$ cat src/rtl/alb_rr_sequencer.sv
// Two-requester round-robin sequencer that shares one external combinational ALB.
// Operands are registered onto the ALB, and the result is captured one cycle later and returned per requester.
module alb_rr_sequencer #(
  parameter int DW      = 8,
  parameter int CNT_W   = 16,
  parameter bit RR_INIT = 1'b0
) (
  input  logic             clk,
  input  logic             resetb,
  input  logic             req0_valid,
  output logic             req0_ready,
  input  logic [DW-1:0]    req0_r,
  input  logic [DW-1:0]    req0_s,
  input  logic             req0_ci,
  input  logic [1:0]       req0_mi,
  input  logic             req1_valid,
  output logic             req1_ready,
  input  logic [DW-1:0]    req1_r,
  input  logic [DW-1:0]    req1_s,
  input  logic             req1_ci,
  input  logic [1:0]       req1_mi,
  output logic             rsp0_valid,
  input  logic             rsp0_ready,
  output logic             rsp1_valid,
  input  logic             rsp1_ready,
  output logic [DW-1:0]    rsp_f,
  output logic [3:0]       rsp_flags,
  output logic [DW-1:0]    alb_r,
  output logic [DW-1:0]    alb_s,
  output logic             alb_ci,
  output logic [1:0]       alb_mi,
  input  logic [DW-1:0]    alb_f,
  input  logic             alb_co,
  input  logic             alb_zo,
  input  logic             alb_no,
  input  logic             alb_vo,
  output logic             grant_id,
  output logic             busy,
  output logic [CNT_W-1:0] ops_done
);

  typedef enum logic [1:0] {
    IDLE = 2'd0,
    EXEC = 2'd1,
    RESP = 2'd2
  } state_t;

  state_t  state_r;
  state_t  state_s;
  logic    last_grant_r;
  logic    win_s;
  logic    accept_s;
  logic    rsp_hs_s;

  // Arbitration, ready generation and next-state selection.
  always_comb begin
    state_s    = state_r;
    accept_s   = 1'b0;
    req0_ready = 1'b0;
    req1_ready = 1'b0;
    // A tie goes to the requester that did not win last time.
    if (req0_valid && req1_valid) begin
      win_s = ~last_grant_r;
    end else if (req1_valid) begin
      win_s = 1'b1;
    end else begin
      win_s = 1'b0;
    end
    rsp_hs_s = grant_id ? rsp1_ready : rsp0_ready;
    case (state_r)
      IDLE: begin
        if (req0_valid || req1_valid) begin
          accept_s   = 1'b1;
          req0_ready = ~win_s;
          req1_ready = win_s;
          state_s    = EXEC;
        end else begin
          state_s = IDLE;
        end
      end
      EXEC: state_s = RESP;
      RESP: begin
        if (rsp_hs_s) begin
          state_s = IDLE;
        end else begin
          state_s = RESP;
        end
      end
      default: state_s = IDLE;
    endcase
  end

  // State, operand, result and counter registers.
  always_ff @(posedge clk or negedge resetb) begin
    if (!resetb) begin
      state_r      <= IDLE;
      last_grant_r <= ~RR_INIT;
      grant_id     <= 1'b0;
      busy         <= 1'b0;
      rsp0_valid   <= 1'b0;
      rsp1_valid   <= 1'b0;
      alb_r        <= {DW{1'b0}};
      alb_s        <= {DW{1'b0}};
      alb_ci       <= 1'b0;
      alb_mi       <= 2'b00;
      rsp_f        <= {DW{1'b0}};
      rsp_flags    <= 4'b0000;
      ops_done     <= {CNT_W{1'b0}};
    end else begin
      state_r    <= state_s;
      busy       <= (state_s != IDLE);
      // grant_id is already settled by the time RESP can be entered.
      rsp0_valid <= (state_s == RESP) && !grant_id;
      rsp1_valid <= (state_s == RESP) && grant_id;
      if (accept_s) begin
        alb_r        <= win_s ? req1_r  : req0_r;
        alb_s        <= win_s ? req1_s  : req0_s;
        alb_ci       <= win_s ? req1_ci : req0_ci;
        alb_mi       <= win_s ? req1_mi : req0_mi;
        grant_id     <= win_s;
        last_grant_r <= win_s;
      end
      if (state_r == EXEC) begin
        rsp_f     <= alb_f;
        rsp_flags <= {alb_co, alb_zo, alb_no, alb_vo};
      end
      if ((state_r == RESP) && rsp_hs_s) begin
        ops_done <= ops_done + CNT_W'(1);
      end
    end
  end

endmodule

$ cat config.mk
export PLATFORM = sky130hd
export DESIGN_NAME = alb_rr_sequencer
export DESIGN_NICKNAME = d
export VERILOG_FILES = /design/src/rtl/alb_rr_sequencer.sv
export SDC_FILE = /design/constraint.sdc
export NUM_CORES = 1
export LEC_CHECK = 0
export ABC_AREA = 1
export CORE_UTILIZATION = 46
export CTS_BUF_LIST = sky130_fd_sc_hd__clkbuf_8
export CTS_CLUSTER_DIAMETER = 120
export DETAILED_ROUTE_END_ITERATION = 16
export GPL_ROUTABILITY_DRIVEN = 0
export GPL_TIMING_DRIVEN = 0
export PLACE_DENSITY = 0.89
export SKIP_CTS_REPAIR_TIMING = 1
export SLEW_MARGIN = 20
export SYNTH_ARGS = -nofsm -noshare
export SYNTH_HDL_FRONTEND = slang
export SYNTH_SLANG_ARGS = --single-unit
$ cat constraint.sdc
create_clock -name clk -period 3.1 [get_ports clk]
set_clock_uncertainty 0.05 [all_clocks]
set_input_delay 0.62 -clock clk [delete_from_list [all_inputs] [get_ports clk]]
set_output_delay 0.62 -clock clk [all_outputs]
set_load 0.01 [all_outputs]
======== Word level (Yosys, flattened, before mapping) ========
Index checks and enable logic that the tools add are counted.
storage, ports and cells
  word-level logic and storage cells ...... 43
  register bits after elaboration ......... 54
  input bits .............................. 56
  output and inout port bits .............. 53
cells by class
  reductions and logical operators ........ 8
  bitwise operators ....................... 2
  muxes and demuxes ....................... 16
  eq/ne operators ......................... 3
  add/subtract/negate cells ............... 1
operator list
  cell                   count
  $add 16x1->16 const B  1
  $mux 8                 2
  $mux 1                 11
  $pmux 2 s3             1
  $eq 2x2->1 const B     2
  $logic_and 1x1->1      4
  $mux 2                 2
  $eq 2x1->1 const B     1
  $logic_not 2->1        1
  $not 1->1              2
  $reduce_bool 2->1      1
  $logic_not 1->1        1
  $logic_or 1x1->1       1

======== Longest topological paths before layout ========
  depth after elaboration ................. 5
  depth in mapped cells ................... 8
  gate-level depth less buffers ........... 8

======== Worst setup path after synthesis ========
OpenSTA, ideal clock, no wires.
  path type ............................... input to output
  start ................................... input port req0_valid
  end ..................................... output port req0_ready
  stages on the path ...................... 5
  arrival time ............................ 1.189 ns
  path buffers ............................ 1
  data required time ...................... 2.430 ns
  setup slack ............................. 1.241 ns
  cell sequence ........................... nand2_1 > nand2_2 > inv_2 > nor2_4 > buf_4
on the way
  cells in the longest elaborated chain, start to end .. 5
  elaborated cells on any way between the ends .. 6
  classes of those cells .................. 3 x mux; 1 x bitwise; 2 x reduce/logical
RTL lines
  item               line  source
  from (decl)        10    input logic req0_valid,
  $logic_and 1x1->1  62    if (req0_valid && req1_valid) begin
  $mux 1             62
  $not 1->1          74    req0_ready = ~win_s;
  $mux 1 *           72    if (req0_valid || req1_valid) begin
  $mux 1 *           70    case (state_r)
  to (decl)          11    output logic req0_ready,
Mark *: on every way between the ends. The rest lies on a longest branch, timed or not.

======== Final worst setup path ========
Ends and elaborated chain as after synthesis.

==> results_dict.tcl <==
set metrics [dict create \
    dieWidth_um 74.3 \
    drc 0 \
    finalNonFillerCells 471 \
    power_leakage_uw 0.00170 \
    detail_route.wl_per_cell_um 12.4 \
    drt_iter0_drc 103 \
    synth.yosys.warnings 0 \
    path_class "in2out" \
    grt_antenna_before_repair 0 \
    synth_nets 345 \
    worst_slew_margin_rel_pct 56.2 \
    synth.cell_area_um2 2400 \
    maxClockFrequency_ghz 0.334 \
    timing.final.crit_share_pct 96.6 \
    fin_util_pct 75.2 \
    critical_path_peak_fanout 10 \
    cp-end-kind "primary output" \
    routed_via_density 4.81 \
    final.fill_count 383 \
    firstDrtPassIters 4 \
    clock_tree.root_cell "sky130_fd_sc_hd__clkbuf_8" \
    yosys.area.top_type "sky130_fd_sc_hd__dfrtp_1" \
    hp-class "in2async" \
    globalRouteTotalUtil_pct 22.6 \
    cp_cell_sequence "clkdlybuf4s50_1, nand2_1, nand2_4, inv_2, nor2_4, buf_6, clkdlybuf4s50_1" \
    drv.max_cap_violation_count 0 \
    synth_seq_area_share_pct 56.2 \
    synthTopCellsByArea "sky130_fd_sc_hd__dfrtp_1 (55%), sky130_fd_sc_hd__nand2_1 (19%), sky130_fd_sc_hd__nand3_1 (4.2%)" \
    p_per_area_nw_per_um2 792 \
    cts-htree-levels 2 \
    diodes 0 \
    crit_required_ns 2.43 \
    route.vias.total 2264 \
    postSynthRegisterBits 54 \
    fin_hold_ws_ns 0.297 \
    cts_tree "done" \
    die_height_um 74.3 \
    cp-start-kind "input pin" \
    yosys_most_used_dff "sky130_fd_sc_hd__dfrtp_1" \
    setup_tns_ns 0 \
    first_pass_grt_wire_length_um 9580 \
    synth.most_common_cell "sky130_fd_sc_hd__nand2_1" \
    synthesis.instances 288 \
    vdd.ir_drop.worst_v 0.000423 \
    postRouteWirelength_um 5840 \
    critical_path.slowest_cell "sky130_fd_sc_hd__clkdlybuf4s50_1" \
    timing.critical_path.slowest_cell_delay_ns 0.54 \
    initial_utilization_pct 49.3 \
    arrival_ns 2.32 \
    vias_in_the_first_global_route 2163 \
    sequentialPowerShare_pct 39.8 \
    nets 460 \
    clk_lat_worst_skew_ns 0.30 \
    synth.cells.most_frequent "sky130_fd_sc_hd__nand2_1 (119), sky130_fd_sc_hd__dfrtp_1 (53), sky130_fd_sc_hd__nor2_1 (23), sky130_fd_sc_hd__inv_1 (20), sky130_fd_sc_hd__nand3_1 (20)" \
    layout-area-overhead-vs-synth_pct 52.5 \
    grt_overflow 0 \
    synthesis.area_per_instance_um2 8.35 \
    share_clk_of_total_power_pct 13.7 \
    clkTransAtPathRegs_ns 0.09 \
    place_inst 463 \
    grt_setup_unrepaired "false" \
    synth_enable_flop_cells 0 \
    port-buffer-count 108 \
    maximum_number_of_pins_on_one_net_before_global_route_repair 55 \
    report.final.hold_viol_count 0 \
    number_of_cts_inserted_buffers 5 \
    timing.final.max_slew_violations 0 \
    area_of_the_core_um2 4880 \
    report.final.setup_viol 0 \
    net-switching-power_uw 1040 \
    yosys.area.top_type_share_pct 55.2 \
    post_synth_num_cell_types 24 \
    place.detailed.hpwl_um 4430 \
    power_report.internal_total_uw 1860 \
    cts.sink_count 54 \
    cts.path.max_buffers 2 \
    floorplan.die_area_um2 5520 \
    cpMostUsedCell "sky130_fd_sc_hd__clkdlybuf4s50_1" \
    power.share.switching_pct 35.9 \
    status "completed" \
    io_pins 109 \
    detail-route-antenna-nets 0 \
    postSynth.asyncResetShare_pct 100 \
    timing.final.crit_period_ns 2.99 \
    p_comb_share_pct 46.6 \
    worst_pin_slew_ns 0.657 \
    num_rows 25 \
    share_of_cells_above_drive_strength_1_pct 6.19 \
]
==> area by class of cell <==
cell class                      instances  area (µm²)  share of cell area [%]
Clock inverter                          2        8.76                   0.239
Timing Repair Buffer                  108        1080                    29.4
Clock buffer                            6        82.6                    2.25
Inverter                               23        86.3                    2.35
Tap cell                               67        83.8                    2.29
Buffer                                  6        35.0                   0.955
Sequential cell                        54        1350                    36.9
Multi-Input combinational cell        205         940                    25.6
==> state kept, by name, indices dropped and copies added (netlist names) <==
name / cells
alb_ci: 1
alb_mi: 2
alb_r: 8
alb_s: 8
busy: 1
grant_id: 1
last_grant_r: 1
ops_done: 16
rsp0_valid: 1
rsp1_valid: 1
rsp_f: 8
rsp_flags: 4
state_r: 2
==> worst max-delay path: cells and delay by family <==
| family | cells | cell delay [ns] |
|---|---|---|
| buffers and inverters | 4 | 1.30 |
| and+or+nand+nor | 3 | 0.39 |
==> per-stage QoR <==
step	power [µW]	setup slack, ns	cell area, µm²
after floorplan	1780	1.24	2400
after global placement	2490	-0.246	3570
after detailed placement	2530	0.00946	3570
after CTS	2940	-0.00397	3660
after global routing	3120	0.00599	3670
final	2900	0.107	3670
==> power groups by stage <==
stage	Combinational, µW	Clock (µW)	Sequential (µW)
6_report	1350	397	1150
5_1_grt	1500	429	1190
4_1_cts	1370	413	1160
3_5_place_dp	1360	0	1170
3_3_place_gp	1330	0	1160
2_1_floorplan	507	0	1270
==> layer usage <==
layer	track usage (%)	wire length, µm	vias to the layer above
met5	0	0	-
met4	4.40	19	0
met3	7.18	469	2
met2	40.0	2970	91
met1	27.4	2380	1045
li1	-	-	1126
==> cell usage in the layout (no fill, tap or decap), drive strengths merged, types with 3 or more instances in the layout <==
cell type / n
nor3: 3
buf: 6
xor2: 5
clkdlybuf4s50: 107
clkbuf: 7
nand4: 6
o21ai: 15
dfrtp: 53
nand2: 121
nand3: 20
nor2: 28
xnor2: 3
inv: 24
==> kinds of logic after synthesis <==
kind of cell             after synthesis  synth area share [%]
AND/OR/NAND/NOR                      179                  31.5
flip-flops                            54                  56.2
buffers and inverters                 29                  4.89
AO/OA/AOI/OAI                         16                  3.49
XOR/XNOR                               8                  2.91
multiplexers                           1                 0.468
adder cells (fa/ha/maj)                1                 0.520
==> worst paths after layout <==
check | start | slack (ns) | depth (start not counted) | end
min in group clk | rsp_f[4] | 0.43 | 2 | rsp_f[4]
min | resetb | 0.30 | 1 | ops_done[5]
max in group asynchronous | resetb | 2.26 | 1 | rsp_f[7]
max | req0_valid | 0.11 | 7 | req0_ready
min reg2reg | rsp_f[4] | 0.43 | 2 | rsp_f[4]
max reg2reg | grant_id | 1.68 | 8 | ops_done[14]
Power figures use the tool's default switching activity.
